===== src/rtl/writeback.sv =====
// Final pipeline stage: selects the link address, the aligned and extended load data or the ALU result as the register-file write value.
// Latency: one cycle. Inputs sampled on a rising edge appear on wb_data/wb_we/wb_rd right after that edge.
// Backpressure: none. The stage never stalls and updates on every edge.
module writeback #(
    parameter int DATA_W = 32,
    parameter int REG_AW = 5
) (
    input  logic              clk,
    input  logic              rst,
    input  logic [DATA_W-1:0] aluout,
    input  logic [DATA_W-1:0] read_data,
    input  logic              mem_to_reg,
    input  logic              link_sel,
    input  logic [DATA_W-1:0] pc_plus4,
    input  logic [1:0]        mem_size,
    input  logic              mem_unsigned,
    input  logic [1:0]        byte_off,
    input  logic              valid_in,
    input  logic              reg_write_in,
    input  logic [REG_AW-1:0] rd_in,
    output logic [DATA_W-1:0] wb_data,
    output logic              wb_we,
    output logic [REG_AW-1:0] wb_rd
);

    logic [7:0]        byte_sel;
    logic [15:0]       half_sel;
    logic [DATA_W-1:0] load_val;
    logic [DATA_W-1:0] wb_next;

    always_comb begin
        byte_sel = read_data[7:0];
        case (byte_off)
            2'd0: byte_sel = read_data[7:0];
            2'd1: byte_sel = read_data[15:8];
            2'd2: byte_sel = read_data[23:16];
            2'd3: byte_sel = read_data[31:24];
            default: byte_sel = read_data[7:0];
        endcase
        // Only the upper address bit picks the halfword; an odd offset is not realigned.
        half_sel = byte_off[1] ? read_data[31:16] : read_data[15:0];
    end

    always_comb begin
        load_val = read_data;
        case (mem_size)
            2'b00:   load_val = {{(DATA_W-8){~mem_unsigned & byte_sel[7]}}, byte_sel};
            2'b01:   load_val = {{(DATA_W-16){~mem_unsigned & half_sel[15]}}, half_sel};
            default: load_val = read_data;
        endcase
    end

    always_comb begin
        wb_next = aluout;
        if (link_sel)
            wb_next = pc_plus4;
        else if (mem_to_reg)
            wb_next = load_val;
    end

    // Bubble data is still captured; wb_we alone qualifies it, and x0 is never written.
    always_ff @(posedge clk or posedge rst) begin
        if (rst) begin
            wb_data <= '0;
            wb_we   <= 1'b0;
            wb_rd   <= '0;
        end else begin
            wb_data <= wb_next;
            wb_we   <= valid_in & reg_write_in & (rd_in != '0);
            if (valid_in)
                wb_rd <= rd_in;
        end
    end

endmodule


===== config.mk =====
export PLATFORM = sky130hd
export DESIGN_NAME = writeback
export DESIGN_NICKNAME = d
export VERILOG_FILES = /design/src/rtl/writeback.sv
export SDC_FILE = /design/constraint.sdc
export NUM_CORES = 1
export LEC_CHECK = 0
export ABC_AREA = 1
export ABC_CLOCK_PERIOD_IN_PS = 2800
export CORE_UTILIZATION = 40
export CTS_CLUSTER_SIZE = 14
export DETAILED_ROUTE_END_ITERATION = 16
export PLACE_DENSITY = 0.84
export SETUP_SLACK_MARGIN = 0.5
export SLEW_MARGIN = 25
export SYNTH_ARGS = -nofsm -noshare
export SYNTH_HDL_FRONTEND = slang
export SYNTH_SLANG_ARGS = --single-unit
export TNS_END_PERCENT = 20

===== constraint.sdc =====
create_clock -name clk -period 2.8 [get_ports clk]
set_clock_uncertainty 0.2 [all_clocks]
set_input_delay 0.42 -clock clk [delete_from_list [all_inputs] [get_ports clk]]
set_output_delay 0.42 -clock clk [all_outputs]
set_load 0.03 [all_outputs]

==> results of run 1 <==
==> kinds of logic after synthesis <==
group	after synthesis
AND/OR/NAND/NOR	250
flip-flops	38
multiplexers	5
AO/OA/AOI/OAI	48
buffers and inverters	49
==> layout by cell type, fill, tap and decap left out, drive strengths merged <==
cell type and n:
nand3 36, clkdlybuf4s50 148, mux2 5, nor3 1
nand2 147, or2 1, a21oi 45, o21ai 1
o21a 1, o21bai 1, nor2 65, clkinv 2
dfrtp 38, inv 25, bufinv 2, buf 7
clkbuf 5
==> worst min path at each step <==
stage / startpoint / end / slack [ps] / depth (start not counted)
final: wb_rd[3]$_DFFE_PP0P_ / wb_rd[3]$_DFFE_PP0P_ / 320 / 1
after global routing: wb_rd[2]$_DFFE_PP0P_ / wb_rd[2]$_DFFE_PP0P_ / 340 / 1
after CTS: wb_rd[3]$_DFFE_PP0P_ / wb_rd[3]$_DFFE_PP0P_ / 320 / 1
after detailed placement: wb_rd[3]$_DFFE_PP0P_ / wb_rd[3]$_DFFE_PP0P_ / 300 / 1
after global placement: wb_rd[1]$_DFFE_PP0P_ / wb_rd[1]$_DFFE_PP0P_ / 290 / 1
after floorplan: pc_plus4[30] / wb_data[30]$_DFF_PP0_ / 330 / 2
==> area by class of cell <==
cell class                 instances  area (µm²)  share of cell area (%)
clock inverter                     3        68.8                    1.63
sequential                        38         951                    22.6
timing repair buffer             155        1530                    36.4
tap                               75        93.8                    2.23
inverter                          26        98.8                    2.35
multi-input combinational        303        1400                    33.2
clock buffer                       5        68.8                    1.63
==> per-stage QoR <==
| stage | utilization, % | power (µW) | hold WS, ps |
|---|---|---|---|
| floorplan | - | 937 | 332 |
| global placement | 67.2 | 1240 | 291 |
| detailed placement | 67.2 | 1250 | 303 |
| CTS | 69.5 | 1820 | 322 |
| global route | 69.5 | 1900 | 336 |
| finish | 69.5 | 1810 | 316 |
==> per-layer routing <==
metal	wire, µm	vias to the layer above	track usage (%)
met5	0	-	0
met4	124	0	6.67
met3	767	10	6.92
met2	4120	122	47.5
met1	3470	1320	29.2
li1	-	1496	-
==> registers in the layout (all words and copies together) (netlist names) <==
signal and cells:
wb_data 32, wb_rd 5, wb_we 1
==> critical path, delay by kind of cell <==
family | cells | cell delay, ps
buf+inv | 2 | 910
simple gates | 6 | 770
==> power by group through the flow <==
stage | clock network, µW | registers [µW] | logic, µW
2_1_floorplan | 0 | 731 | 206
3_3_place_gp | 0 | 625 | 620
3_5_place_dp | 0 | 626 | 624
4_1_cts | 581 | 615 | 627
5_1_grt | 607 | 620 | 677
6_report | 571 | 614 | 624
==> reports/qor.txt, run 1 <==
Unrepaired setup endpoints after global routing: no
Area of the die: 6770 µm²
Time the worst path needs with I/O delays and setup: 2120 ps
Largest family of logic cells by synthesized area: simple AND/OR/NAND/NOR gates
Routed Wire Length: 8.49 mm
Weighted congestion at the end of routability-driven global placement: 0.924
Slew headroom: 59.6%
Area fraction of the dominant cell type after synthesis: 36.9%
Maximum number of pins on one net before global-route repair: 39
Number of fill cells in the layout: 551
Max Transition Viols Final: 0
Vias in the first global route: 2940
Part of the power in registers: 34.0%
Largest cells by area after synthesis: dfrtp_1 37%, nand2_1 21%, nor2_1 9.2%
CTS clk-pin slew, worst paths: 80 ps
Cell type with the highest occurrence count on the critical path: nand2_1
Insertion delay to the later sink of the worst-skew pair: 290 ps
Switching Share: 30.4%
Number of buffers added for setup after CTS: 0
Global route total overflow: 0
Most repeated cell in the gate-level netlist after synthesis: nand2_1
Post-Synth Simple-Gate Area: 42.1%
Number of iterations in the first detailed-routing pass: 4
Vias: 2948
Overall Global Routing Usage: 25.8%
Area of the core region: 6060 µm²
Rows: 28
Main flop type after synthesis: dfrtp_1
Cells after synthesis: 390
Clock Root Buffer: clkbuf_8
Mux cell area share after synthesis: 2.19%
Sequential area share after synthesis: 36.9%
Setup slack of the most critical reg-to-reg path: 1840 ps
Power density normalized to cell area: 429 nW/µm²
Biggest area consumer among synthesized cells: dfrtp_1
Result of the run: finished clean
Slowest cell delay on critical path: 700 ps
Category of the most critical setup path: input port to flip-flop
Pre-CTS worst setup slack: 392 ps
Crit path max fanout: 24
I/O pin total: 150
Slowest cell on crit path: clkdlybuf4s50_1
Data required time of the worst path: 2790 ps
HPWL after detailed placement: 6.62 mm
Post-synthesis instance area: 2580 µm²
Fmax achieved: 471 MHz
# port buffers: 149
Cell variety after synth: 26
Count of max-cap constraint violations: 0
Maximum number of buffers from clock root to sink: 2
Ant diodes: 0
Width of the die: 82.3 µm
Die H: 82.3 µm
Endpoint of the worst setup timing path: wb_data[17]$_DFF_PP0_
Final instance count without filler cells: 605
Critical Path, Cell by Cell: clkdlybuf4s50_1, inv_2, nand2_2, nand3_2, nand3_4, nand3_1, nand2_1, nand2_1
Path category of the worst min-delay check: flip-flop to flip-flop
TritonCTS clock tree: done
Via density per instance: 4.87
Switching component of the power: 550 µW
Final std cell area, no fill: 4210 µm²
Number of cells on the worst reg-to-reg path: 1
Hold violation total from the final report: 0
Share of flip-flops with an asynchronous set or reset after synthesis: 100%
Warnings, synthesis: 0
Instance area after placement: 4080 µm²
Worst Max-Slew Pin Slew: 605 ps
Data arrival time of the critical path: 2110 ps
Count of instances resized after the clock tree is built: 0
Count of hold buffers inserted by post-cts repair: 0
Nets: 641
Synthesized-area fraction occupied by xor and xnor cells: 0%
Number of antenna-violating nets in the routed design: 0
Synthesis-stage register bit count: 38
Worst-case setup margin in the final layout: 677 ps
Share of total power in the clock network: 31.6%
Number of H-tree branching levels: 2
Post-synth net total: 502
Worst flop-to-flop path startpoint: wb_rd[4]$_DFFE_PP0P_
Number of buffers added by the clock tree synthesis step: 5
Setup-failing EPs final: 0
Post-Syn Area per Cell: 6.61 µm²
Number of design rule violations left after detail routing: 0
Relative contribution of combinational cells to total power: 34.5%
Number of enable-type register cells in the synthesized netlist: 0
Internal: 1260 µW
Cells after DPL: 597
Layout cell share with drive strength beyond 1: 8.30%
Worst reg2reg path endpoint: wb_rd[4]$_DFFE_PP0P_
Crit start category: input port
Initial Util: 42.5%
Synth Area in Adders: 0%
Endpoint type of the worst setup path: flip-flop
Peak VDD IR: 0.322 mV
Leakage dissipation: 0.00201 µW
Most numerous cell types in the synthesized netlist: 145 x nand2_1, 63 x nor2_1, 43 x a21oi_1, 38 x dfrtp_1, 24 x nand3_1
Avg WL per Cell: 14.0 µm
Critical Path Start: byte_off[1]
P&R area growth vs syn: 63.5%
Clk sink count: 38
Initial antenna violation count: 0
TNS Setup: 0 ps
Synth Area in Compound Gates: 10.1%
Final critical-path share of the clock period: 75.8%
Iter 0 DRT Violations: 161
Global-route wire length before repair: 13.2 mm
(Power assumes the default switching activity.)
==> run 2: changes to the inputs <==
- ABC_CLOCK_PERIOD_IN_PS: 2800 -> 1800
- CORE_UTILIZATION: 40 -> 35
- PLACE_DENSITY: 0.84 -> 0.78
- clock period: 2.8 -> 1.8 ns (I/O delays scaled with it)
==> run 2 against run 1 <==
Against the previous run: wire length increased by 11%; non-clock buffer count rose by 23; critical endpoint is now wb_data[14]; worst hold slack got worse by 230 ps; die area grew 14%; clock power rose by 33%; final cell count up 7.4%; critical path depth down 7.
==> reports/qor.txt, run 2 (same netlist as run 1, synthesis figures left out) <==
Ant diodes: 0 (unchanged)
Die H: 87.8 µm (+6.7%)
Nets: 665 (+3.7%)
Number of design rule violations left after detail routing: 0 (unchanged)
Switching Share: 33.5% (+3.1 points)
Maximum number of buffers from clock root to sink: 2 (unchanged)
Crit start category: flip-flop
Switching component of the power: 928 µW (+69%)
Time the worst path needs with I/O delays and setup: 1340 ps
CTS clk-pin slew, worst paths: 90 ps (about the same)
Leakage dissipation: 0.00226 µW (+12%)
Slowest cell on crit path: dfrtp_1
# port buffers: 149 (unchanged)
Clock Root Buffer: clkbuf_8
Number of fill cells in the layout: 569 (+3.3%)
Peak VDD IR: 0.435 mV (+35%)
Endpoint type of the worst setup path: output port
Hold violation total from the final report: 0 (unchanged)
Count of hold buffers inserted by post-cts repair: 0 (unchanged)
Category of cells accounting for the largest share of critical-path delay: flip-flops
Final critical-path share of the clock period: 74.3%
TritonCTS clock tree: done
Via density per instance: 4.89 (+0.37%)
Instance area after placement: 4300 µm² (+5.6%)
Initial Util: 37.1% (-5.4 points)
Overall Global Routing Usage: 24.1% (-1.8 points)
Width of the die: 87.8 µm (+6.7%)
Cells after DPL: 632 (+5.9%)
Weighted congestion at the end of routability-driven global placement: 0.908 (-1.7%)
Leading cell types in the layout, fill and taps excluded: 138 x nand2_1, 99 x clkdlybuf4s50_1, 62 x nor2_1
Routed Wire Length: 9.38 mm (+11%)
Maximum number of pins on one net before global-route repair: 39 (unchanged)
TNS Setup: 0 ps (unchanged)
Area of the core region: 6940 µm² (+15%)
Largest register by flop count: wb_data
Vias in the first global route: 3006 (+2.2%)
Data arrival time of the critical path: 870 ps (-1240 ps)
Pre-CTS worst setup slack: -180 ps (-572 ps)
Count of max-cap constraint violations: 0 (unchanged)
HPWL after detailed placement: 6.84 mm (+3.3%)
Most common cell after layout, fill and taps aside: nand2_1
Largest registers: wb_data: 32 flops, wb_rd: 5 flops, wb_we: 1 flops
Number of H-tree branching levels: 2 (unchanged)
Relative contribution of combinational cells to total power: 37.8% (+3.3 points)
I/O pin total: 150 (unchanged)
Slew headroom: 76.0% (+16 points)
Data required time of the worst path: 1330 ps (-1460 ps)
Critical Path, Cell by Cell: buf_6
Crit path max fanout: 1 (-96%)
Clk sink count: 38 (unchanged)
Rows: 30 (+7.1%)
Avg WL per Cell: 14.4 µm (+2.9%)
Worst Max-Slew Pin Slew: 360 ps (-245 ps)
Buf/Inv on CP: 1 (-1)
Part of the power in registers: 34.7% (+0.7 points)
Initial antenna violation count: 0 (unchanged)
Fraction of the core area covered by cells at the end of the flow: 66.4% (-3.1 points)
Internal: 1840 µW (+46%)
Multi-input combinational cell area: 1560 µm² (+12%)
Global-route wire length before repair: 14.1 mm (+7.0%)
Final std cell area, no fill: 4610 µm² (+9.4%)
Max Transition Viols Final: 0 (unchanged)
Number of buffers added by the clock tree synthesis step: 5 (unchanged)
P&R area growth vs syn: 78.9%
Number of iterations in the first detailed-routing pass: 4 (unchanged)
Vias: 3179 (+7.8%)
Worst-case setup margin in the final layout: 463 ps (-215 ps)
Setup-failing EPs final: 0 (unchanged)
Global route total overflow: 0 (unchanged)
Layout cell share with drive strength beyond 1: 24.9% (+17 points)
Slowest cell delay on critical path: 410 ps (-290 ps)
Share of total power in the clock network: 27.5% (-4.1 points)
Unrepaired setup endpoints after global routing: yes
Result of the run: finished clean
Category of the most critical setup path: flip-flop to output port
Path category of the worst min-delay check: input port to flip-flop
Power density normalized to cell area: 601 nW/µm² (+40%)
Number of antenna-violating nets in the routed design: 0 (unchanged)
Area of the die: 7710 µm² (+14%)
Final instance count without filler cells: 650 (+7.4%)
Insertion delay to the later sink of the worst-skew pair: 310 ps (+20 ps)
Fmax achieved: 748 MHz
Largest register FFs: 32 (unchanged)
Iter 0 DRT Violations: 237 (+47%)
Reg area: 951 µm² (unchanged)
==> run 2: cell types whose count changed in the layout (fill, tap and decap cells not counted), moves of 3 or more <==
cell	change
a21oi_2	+4
buf_12	+8
clkinvlp_4	+3
clkbuf_2	+28
clkdlybuf4s50_1	-49
a21oi_1	-5
nand3_4	+7
buf_4	+11
inv_4	+3
buf_6	+18
inv_1	-4
nand2_1	-7
nand3_1	-8
nand2_2	+6
==> run 2: power groups by stage <==
stage          sequential (µW)  clock [µW]  combinational, µW
2_1_floorplan             1140           0                332
3_3_place_gp               971           0               1000
3_5_place_dp               973           0               1020
4_1_cts                    961         765               1020
5_1_grt                    969         795               1130
6_report                   962         761               1050
==> run 2: routing by layer <==
metal  global-route usage, %  vias to the layer above  share of wire, %
met5                       0                        -                 0
li1                        -                     1551                 -
met3                    6.88                       31               9.3
met1                    28.1                     1448                38
met2                    41.9                      149                49
met4                    8.64                        0               3.3
==> run 2: metrics by stage <==
step | total power, µW | hold slack (ps)
3_3_place_gp | 1980 | 289
6_report | 2770 | 82.7
2_1_floorplan | 1470 | 36.1
3_5_place_dp | 1990 | 295
4_1_cts | 2750 | 82.2
5_1_grt | 2890 | 120
==> run 2: final timing paths <==
| path | slack (ps) | to | cells after the start | from |
|---|---|---|---|---|
| max | 460 | wb_data[14] | 1 | wb_data[14]$_DFF_PP0_ |
| min | 80 | wb_data[29]$_DFF_PP0_ | 3 | link_sel |
| max reg2reg | 820 | wb_rd[4]$_DFFE_PP0P_ | 1 | wb_rd[4]$_DFFE_PP0P_ |
| min reg2reg | 340 | wb_rd[2]$_DFFE_PP0P_ | 1 | wb_rd[2]$_DFFE_PP0P_ |
| max in group asynchronous | 1050 | wb_data[9]$_DFF_PP0_ | 3 | rst |
| min in group asynchronous | 150 | wb_data[4]$_DFF_PP0_ | 3 | rst |
==> run 2: what timing repair did <==
action	CTS	global route
cloned	3	0
endpoints found under the setup margin	70	70
buffers inserted	5	2
gates resized for setup	149	98
pin swaps	3	20
==> run 2: layout make-up <==
type                            instances  share of cell area (%)
Sequential cell                        38                    20.6
Tap cell                               96                    2.61
Clock inverter                          3                   0.977
Timing Repair Buffer                  178                    37.6
Inverter                               26                    2.74
Clock buffer                            5                    1.49
Multi-Input combinational cell        304                    33.9
